`config.mk`:
```
export PLATFORM = sky130hd
export DESIGN_NAME = hazard_ctrl
export DESIGN_NICKNAME = d
export VERILOG_FILES = /design/src/rtl/hazard_pkg.sv /design/src/rtl/hazard_fwd.sv /design/src/rtl/hazard_ctrl.sv
export SDC_FILE = /design/constraint.sdc
export NUM_CORES = 1
export LEC_CHECK = 0
export ABC_AREA = 1
export CAP_MARGIN = 25
export CORE_MARGIN = 1.5
export CORE_UTILIZATION = 47
export CTS_BUF_LIST = sky130_fd_sc_hd__clkbuf_8
export DETAILED_ROUTE_END_ITERATION = 8
export PLACE_DENSITY = 0.83
export SLEW_MARGIN = 20
export SYNTH_ARGS = -nofsm -noshare
export SYNTH_HDL_FRONTEND = slang
export SYNTH_SLANG_ARGS = --single-unit
```
`constraint.sdc`:
```
create_clock -name clk -period 1.95 [get_ports clk]
set_clock_uncertainty 0.15 [all_clocks]
set_input_delay 0.39 -clock clk [delete_from_list [all_inputs] [get_ports clk]]
set_output_delay 0.39 -clock clk [all_outputs]
set_load 0.005 [all_outputs]
```
`src/rtl/hazard_pkg.sv`:
```
// Shared types for the pipeline hazard controller.
// Forwarding selects, FSM states and register constants.
package hazard_pkg;

  typedef enum logic [1:0] {
    FWD_NONE = 2'b00,
    FWD_WB   = 2'b01,
    FWD_MEM  = 2'b10
  } fwd_sel_e;

  typedef enum logic {
    HZ_RUN,
    HZ_WAIT
  } hz_state_e;

  localparam logic [4:0] REG_ZERO = 5'd0;

endpackage

```
`src/rtl/hazard_fwd.sv`:
```
// Per-operand EX forwarding select.
// The younger MEM result wins over WB.
module hazard_fwd
  import hazard_pkg::*;
(
  input  logic [4:0] RS,
  input  logic [4:0] RD_MEM,
  input  logic       REGWRITE_MEM,
  input  logic [4:0] RD_WB,
  input  logic       REGWRITE_WB,
  output logic [1:0] FWD
);

  logic hit_mem;
  logic hit_wb;

  assign hit_mem = REGWRITE_MEM &&
                   (RD_MEM != REG_ZERO) &&
                   (RD_MEM == RS);
  assign hit_wb  = REGWRITE_WB &&
                   (RD_WB != REG_ZERO) &&
                   (RD_WB == RS);

  always_comb begin
    FWD = FWD_NONE;
    if (hit_mem)     FWD = FWD_MEM;
    else if (hit_wb) FWD = FWD_WB;
  end

endmodule

```
`src/rtl/hazard_ctrl.sv`:
```
// Central hazard controller: stall, flush, freeze,
// forwarding, wait-state timeout and stall counter.
module hazard_ctrl
  import hazard_pkg::*;
#(
  parameter int TIMEOUT = 64,
  parameter int CNT_W   = 16
) (
  input  logic             clk,
  input  logic             reset,
  input  logic [4:0]       RS1_ID,
  input  logic [4:0]       RS2_ID,
  input  logic [4:0]       RS1_EX,
  input  logic [4:0]       RS2_EX,
  input  logic [4:0]       RD_EX,
  input  logic             REGWRITE_EX,
  input  logic             MEMREAD_EX,
  input  logic [4:0]       RD_MEM,
  input  logic             REGWRITE_MEM,
  input  logic [4:0]       RD_WB,
  input  logic             REGWRITE_WB,
  input  logic             BRANCHTAKEN_EX,
  input  logic             DMEM_REQ_MEM,
  input  logic             DMEM_READY,
  output logic             STALL,
  output logic             FLUSH_ID,
  output logic             FLUSH_EX,
  output logic             FREEZE,
  output logic [1:0]       FWD_A,
  output logic [1:0]       FWD_B,
  output logic             MEM_ERR,
  output logic [CNT_W-1:0] STALL_CNT
);

  localparam int TW = $clog2(TIMEOUT + 1);

  hz_state_e         state, state_nx;
  logic [TW-1:0]     timer, timer_nx;
  logic [1:0]        fwd_a_raw, fwd_b_raw;
  logic              wt, lu, err_set;
  logic              unused_rw_ex;

  assign unused_rw_ex = REGWRITE_EX;

  hazard_fwd u_fwd_a (
    .RS           (RS1_EX),
    .RD_MEM       (RD_MEM),
    .REGWRITE_MEM (REGWRITE_MEM),
    .RD_WB        (RD_WB),
    .REGWRITE_WB  (REGWRITE_WB),
    .FWD          (fwd_a_raw)
  );

  hazard_fwd u_fwd_b (
    .RS           (RS2_EX),
    .RD_MEM       (RD_MEM),
    .REGWRITE_MEM (REGWRITE_MEM),
    .RD_WB        (RD_WB),
    .REGWRITE_WB  (REGWRITE_WB),
    .FWD          (fwd_b_raw)
  );

  assign wt = DMEM_REQ_MEM && !DMEM_READY;
  assign lu = MEMREAD_EX && (RD_EX != REG_ZERO) &&
              ((RD_EX == RS1_ID) || (RD_EX == RS2_ID));
  assign err_set = wt && (timer == TW'(TIMEOUT - 1));

  always_comb begin
    state_nx = state;
    timer_nx = timer;
    unique case (state)
      HZ_RUN: begin
        if (wt) begin
          state_nx = HZ_WAIT;
          timer_nx = TW'(1);
        end
      end
      HZ_WAIT: begin
        if (!wt) begin
          state_nx = HZ_RUN;
          timer_nx = '0;
        end else if (timer != TW'(TIMEOUT)) begin
          timer_nx = timer + TW'(1);
        end
      end
      default: begin
        state_nx = HZ_RUN;
        timer_nx = '0;
      end
    endcase
  end

  // Freeze outranks flush, which outranks the load-use stall.
  always_comb begin
    STALL    = 1'b0;
    FLUSH_ID = 1'b0;
    FLUSH_EX = 1'b0;
    FREEZE   = 1'b0;
    FWD_A    = fwd_a_raw;
    FWD_B    = fwd_b_raw;
    if (reset) begin
      FLUSH_ID = 1'b1;
      FLUSH_EX = 1'b1;
      FWD_A    = FWD_NONE;
      FWD_B    = FWD_NONE;
    end else if (wt || MEM_ERR) begin
      FREEZE = 1'b1;
    end else if (BRANCHTAKEN_EX) begin
      FLUSH_ID = 1'b1;
      FLUSH_EX = 1'b1;
    end else if (lu) begin
      STALL = 1'b1;
    end
  end

  always_ff @(posedge clk) begin
    if (reset) begin
      state     <= HZ_RUN;
      timer     <= '0;
      MEM_ERR   <= 1'b0;
      STALL_CNT <= '0;
    end else begin
      state <= state_nx;
      timer <= timer_nx;
      if (err_set) MEM_ERR <= 1'b1;
      if ((STALL || FREEZE) && (STALL_CNT != '1))
        STALL_CNT <= STALL_CNT + CNT_W'(1);
    end
  end

endmodule

```
==> results of run 1 <==
==> registers in the layout, indices dropped and copies added (netlist names) <==
signal,flops
STALL_CNT,16
state,1
timer,7
MEM_ERR,1
==> metal layers <==
layer / up-vias / routed length, um / share of wire / global-route usage
met3: 14 / 382 / 0.068 / 0.0641
li1: 1161 / - / - / -
met1: 1029 / 2200 / 0.39 / 0.270
met5: - / 0 / 0 / 0
met2: 76 / 2900 / 0.52 / 0.445
met4: 0 / 143 / 0.025 / 0.0400
==> power groups by stage <==
stage	clock network [mW]	registers (mW)	logic [mW]
after floorplan	0	0.532	0.129
after global placement	0	0.532	0.284
after detailed placement	0	0.533	0.292
after CTS	0.328	0.521	0.290
after global routing	0.347	0.522	0.334
final	0.326	0.521	0.306
==> worst max-delay path, cell delays in order <==
cell and delay, ns:
sky130_fd_sc_hd__buf_6 0.10, sky130_fd_sc_hd__buf_6 0.11, sky130_fd_sc_hd__xnor2_2 0.14, sky130_fd_sc_hd__nand4_1 0.13, sky130_fd_sc_hd__nor2_2 0.18, sky130_fd_sc_hd__nand2_4 0.07, sky130_fd_sc_hd__nor3b_2 0.15, sky130_fd_sc_hd__buf_2 0.12
==> stage by stage <==
step                cells  TNS [ns]
floorplan             312         0
global route          451    -0.124
detailed placement    443    -10.89
finish                451         0
global placement      443     -9.23
CTS                   451   -0.0194
==> cells in the final DEF, fill, tap and decap left out, types with 5 or more instances in the layout <==
cell type	netlist	final
sky130_fd_sc_hd__dlygate4sd2_1	0	14
sky130_fd_sc_hd__clkdlybuf4s50_1	0	18
sky130_fd_sc_hd__nor3_1	5	5
sky130_fd_sc_hd__nor2_2	2	7
sky130_fd_sc_hd__xnor2_1	12	5
sky130_fd_sc_hd__inv_1	41	40
sky130_fd_sc_hd__nand4_1	7	7
sky130_fd_sc_hd__nand3_1	24	23
sky130_fd_sc_hd__clkbuf_2	0	6
sky130_fd_sc_hd__nor2_1	55	49
sky130_fd_sc_hd__buf_2	0	16
sky130_fd_sc_hd__dfxtp_1	25	25
sky130_fd_sc_hd__a21oi_1	22	22
sky130_fd_sc_hd__buf_4	2	21
sky130_fd_sc_hd__buf_6	5	9
sky130_fd_sc_hd__nand2_1	68	67
sky130_fd_sc_hd__xor2_1	13	13
sky130_fd_sc_hd__xnor2_2	0	7
==> worst max-delay path by stage <==
stage                to  depth (start not counted)  slack (ns)
2_1_floorplan  FWD_A[0]                          4        0.29
3_3_place_gp   FWD_A[0]                          6       -0.73
3_5_place_dp   FWD_A[0]                          6       -0.82
4_1_cts        FWD_B[0]                          6       -0.01
5_1_grt        FWD_B[0]                          9       -0.06
6_report       FWD_B[0]                          8        0.01
==> final cells by class <==
cell class                 instances  area (sq um)
multi-input combinational        237          1350
fill                             344          1110
timing repair buffer              93           797
sequential                        25           500
inverter                          42           159
tap                               50          62.6
clock buffer                       3          41.3
clock inverter                     1          7.51
==> repair_timing <==
action	CTS	global route
endpoints found under the setup margin	12	15
buffers inserted	5	0
pin swaps	33	29
resized for setup	139	37
==> cells by family (layout without fill, tap and decap cells) <==
family                   count (synthesis)  count (layout)
AO/OA/AOI/OAI                           29              29
XOR/XNOR                                25              25
adder cells (fa/ha/maj)                  3               3
buffers and inverters                   50             139
flip-flops                              25              25
AND/OR/NAND/NOR                        180             180
==> results_tabular.tex, run 1 <==
\begin{tabular}{lr}
\hline
Metric & Value \\
\hline
\multicolumn{2}{l}{\textbf{Run status}} \\
\quad Run status & complete, no violations \\
\multicolumn{2}{l}{\textbf{GRT}} \\
\quad First-pass GRT wire length & 8470 um \\
\quad Global-route usage over all layers & 0.237 \\
\quad Maximum number of pins on one net before global-route repair & 17 \\
\quad Initial antenna violation count & 0 \\
\quad Number of global-route vias before repair & 2006 \\
\quad Sum of overflow across all layers after global routing & 0 \\
\multicolumn{2}{l}{\textbf{Die}} \\
\quad Starting density of the core & 0.490 \\
\quad Core Box Area & 4030 sq um \\
\quad Area of the die & 4600 sq um \\
\quad Die extent in x & 67.8 um \\
\quad Vertical die dimension & 67.8 um \\
\quad I/O pin total & 69 \\
\quad Standard-cell rows & 23 \\
\multicolumn{2}{l}{\textbf{Finish}} \\
\quad Share of the core filled with cells in the final layout & 0.725 \\
\quad Number of nets in the layout & 449 \\
\quad Relative area change from synthesis to final layout & 48.0\% \\
\quad Post-Layout Inst Area & 2920 sq um \\
\quad Number of antenna diodes & 0 \\
\quad Share of cells above drive strength 1 & 0.239 \\
\multicolumn{2}{l}{\textbf{Yosys}} \\
\quad Number of enable-type register cells in the synthesized netlist & 0 \\
\quad Post-synth top area cell & sky130\_fd\_sc\_hd\_\_dfxtp\_1 \\
\quad Async S/R FF share, synth & 0 \\
\quad Most instantiated flip-flop cell in the synthesis netlist & sky130\_fd\_sc\_hd\_\_dfxtp\_1 \\
\quad Commonest cells in the synthesized netlist & sky130\_fd\_sc\_hd\_\_nand2\_1, sky130\_fd\_sc\_hd\_\_nor2\_1, sky130\_fd\_sc\_hd\_\_inv\_1, sky130\_fd\_sc\_hd\_\_dfxtp\_1, sky130\_fd\_sc\_hd\_\_nand3\_1 \\
\quad Synth Area in Compound Gates & 0.0786 \\
\quad Simple-gate portion of the synthesized area & 0.420 \\
\quad Adder and majority gate portion of the synthesized area & 0.0190 \\
\quad Part of the Yosys area used for sequential elements & 0.253 \\
\quad Per-instance average area after synthesis & 6.33 sq um \\
\quad Most frequent cell after synthesis & sky130\_fd\_sc\_hd\_\_nand2\_1 \\
\quad Post-synthesis instance area & 1970 sq um \\
\quad Xor/xnor cell area share of the yosys netlist & 0.111 \\
\quad Synthesis-stage register bit count & 25 \\
\quad Combinational family with the most area after synthesis & simple AND/OR/NAND/NOR gates \\
\quad Multiplexer area fraction after synthesis & 0 \\
\quad Synthesis Warnings & 0 \\
\quad Syn Inst Count & 312 \\
\quad Area share of the largest cell type after synthesis & 0.253 \\
\quad Biggest area contributors in the synthesized netlist & sky130\_fd\_sc\_hd\_\_dfxtp\_1, sky130\_fd\_sc\_hd\_\_nand2\_1, sky130\_fd\_sc\_hd\_\_nor2\_1, sky130\_fd\_sc\_hd\_\_inv\_1, sky130\_fd\_sc\_hd\_\_nand3\_1 \\
\quad Syn nets & 359 \\
\quad Distinct cell type count of the synthesized netlist & 30 \\
\multicolumn{2}{l}{\textbf{Pwr}} \\
\quad Combinational share of power & 0.265 \\
\quad Switching Share & 0.288 \\
\quad Lkg Pwr & 1.41 nW \\
\quad Maximum vdd drop & 0.374 mV \\
\quad Total internal power & 0.821 mW \\
\quad Ratio of total power to cell area & 395 nW/um\^{}2 \\
\quad Sequential power share & 0.452 \\
\quad Part of the power in the clock network & 0.283 \\
\quad Power Total & 1.15 mW \\
\quad Switching power & 0.332 mW \\
\multicolumn{2}{l}{\textbf{STA}} \\
\quad Post-route fraction of the period consumed by the critical path & 0.995 \\
\quad Measured slew at the worst slew-check pin & 0.364 ns \\
\quad Minimum clock period & 1.94 ns \\
\quad Final Max Tran Viols & 0 \\
\quad Top achievable clock speed & 0.515 GHz \\
\quad Unrepaired setup endpoints after global routing & true \\
\quad Setup slack of the critical path after layout & 0.00975 ns \\
\quad Setup violators final & 0 \\
\quad Headroom to the max-slew limit & 0.757 \\
\quad Final hold vios & 0 \\
\quad Worst hold slack across all endpoints & 0.340 ns \\
\multicolumn{2}{l}{\textbf{Placement}} \\
\quad Detailed-placement wirelength estimate & 3970 um \\
\quad Gpl congestion & 0.834 \\
\quad Port Buffers & 67 \\
\quad Placed Instance Area & 2820 sq um \\
\quad Worst slack at placement & -0.824 ns \\
\multicolumn{2}{l}{\textbf{Min path}} \\
\quad Type of the worst min-delay path & register to register \\
\quad Source of the worst hold timing path & timer[1]\$\_SDFFE\_PP0P\_ \\
\quad Worst Hold Endpoint & timer[1]\$\_SDFFE\_PP0P\_ \\
\quad Worst hold path stage count & 2 \\
\multicolumn{2}{l}{\textbf{Detailed routing}} \\
\quad Post-detailed-route DRC marker count & 0 \\
\quad Drt via density & 5.06 \\
\quad Total Routed Length & 5620 um \\
\quad Antenna Nets Post-Route & 0 \\
\quad Overall via count from detail\_route & 2280 \\
\quad Number of search-and-repair iterations in the first detailed-routing pass & 4 \\
\quad Drt wl/cell & 12.5 um \\
\quad Number of DRC markers after the initial detailed-route iteration & 153 \\
\multicolumn{2}{l}{\textbf{Worst setup path}} \\
\quad Crit Path Class & input port to primary output \\
\quad Crit end category & primary output \\
\quad Worst Reg-to-Reg Cells & 9 \\
\quad Worst setup path start & RS2\_EX[1] \\
\quad CP Max Fanout & 2 \\
\quad Critical register-to-register path endpoint & timer[2]\$\_SDFFE\_PP0P\_ \\
\quad Critical register-to-register path startpoint & timer[0]\$\_SDFFE\_PP0P\_ \\
\quad Data arrival, critical path & 1.40 ns \\
\quad Kind of start point of the critical path & input port \\
\quad Data required, critical path & 1.41 ns \\
\quad Register-to-register path setup slack & 0.06 ns \\
\multicolumn{2}{l}{\textbf{Clock tree}} \\
\quad CTS tree & done \\
\quad Clock-pin slew on the worst setup and hold paths & 0.09 ns \\
\quad Number of buffers on the longest clock path & 2 \\
\quad Clock sink total & 25 \\
\quad Number of levels in the clock H-tree & 1 \\
\quad Root Buffer & sky130\_fd\_sc\_hd\_\_clkbuf\_8 \\
\quad Clock buffer count from CTS & 3 \\
\quad CTS hold repair buffers & 0 \\
\quad Source-to-sink clock delay at the later pin of the worst-skew pair & 0.27 ns \\
\multicolumn{2}{l}{\textbf{Flow run}} \\
\quad Number of max-cap violations & 0 \\
\hline
\end{tabular}
No activity file was read; power rests on OpenSTA's default activity.
==> run 2: changes to the inputs <==
--- a/config.mk
+++ b/config.mk
@@ -11,6 +11,7 @@
 export CORE_UTILIZATION = 47
 export CTS_BUF_LIST = sky130_fd_sc_hd__clkbuf_8
 export DETAILED_ROUTE_END_ITERATION = 8
+export HOLD_SLACK_MARGIN = 0.12
 export PLACE_DENSITY = 0.83
 export SLEW_MARGIN = 20
 export SYNTH_ARGS = -nofsm -noshare
==> results of run 2 <==
No change in the layout: final DEF, timing and power equal those of run 1.
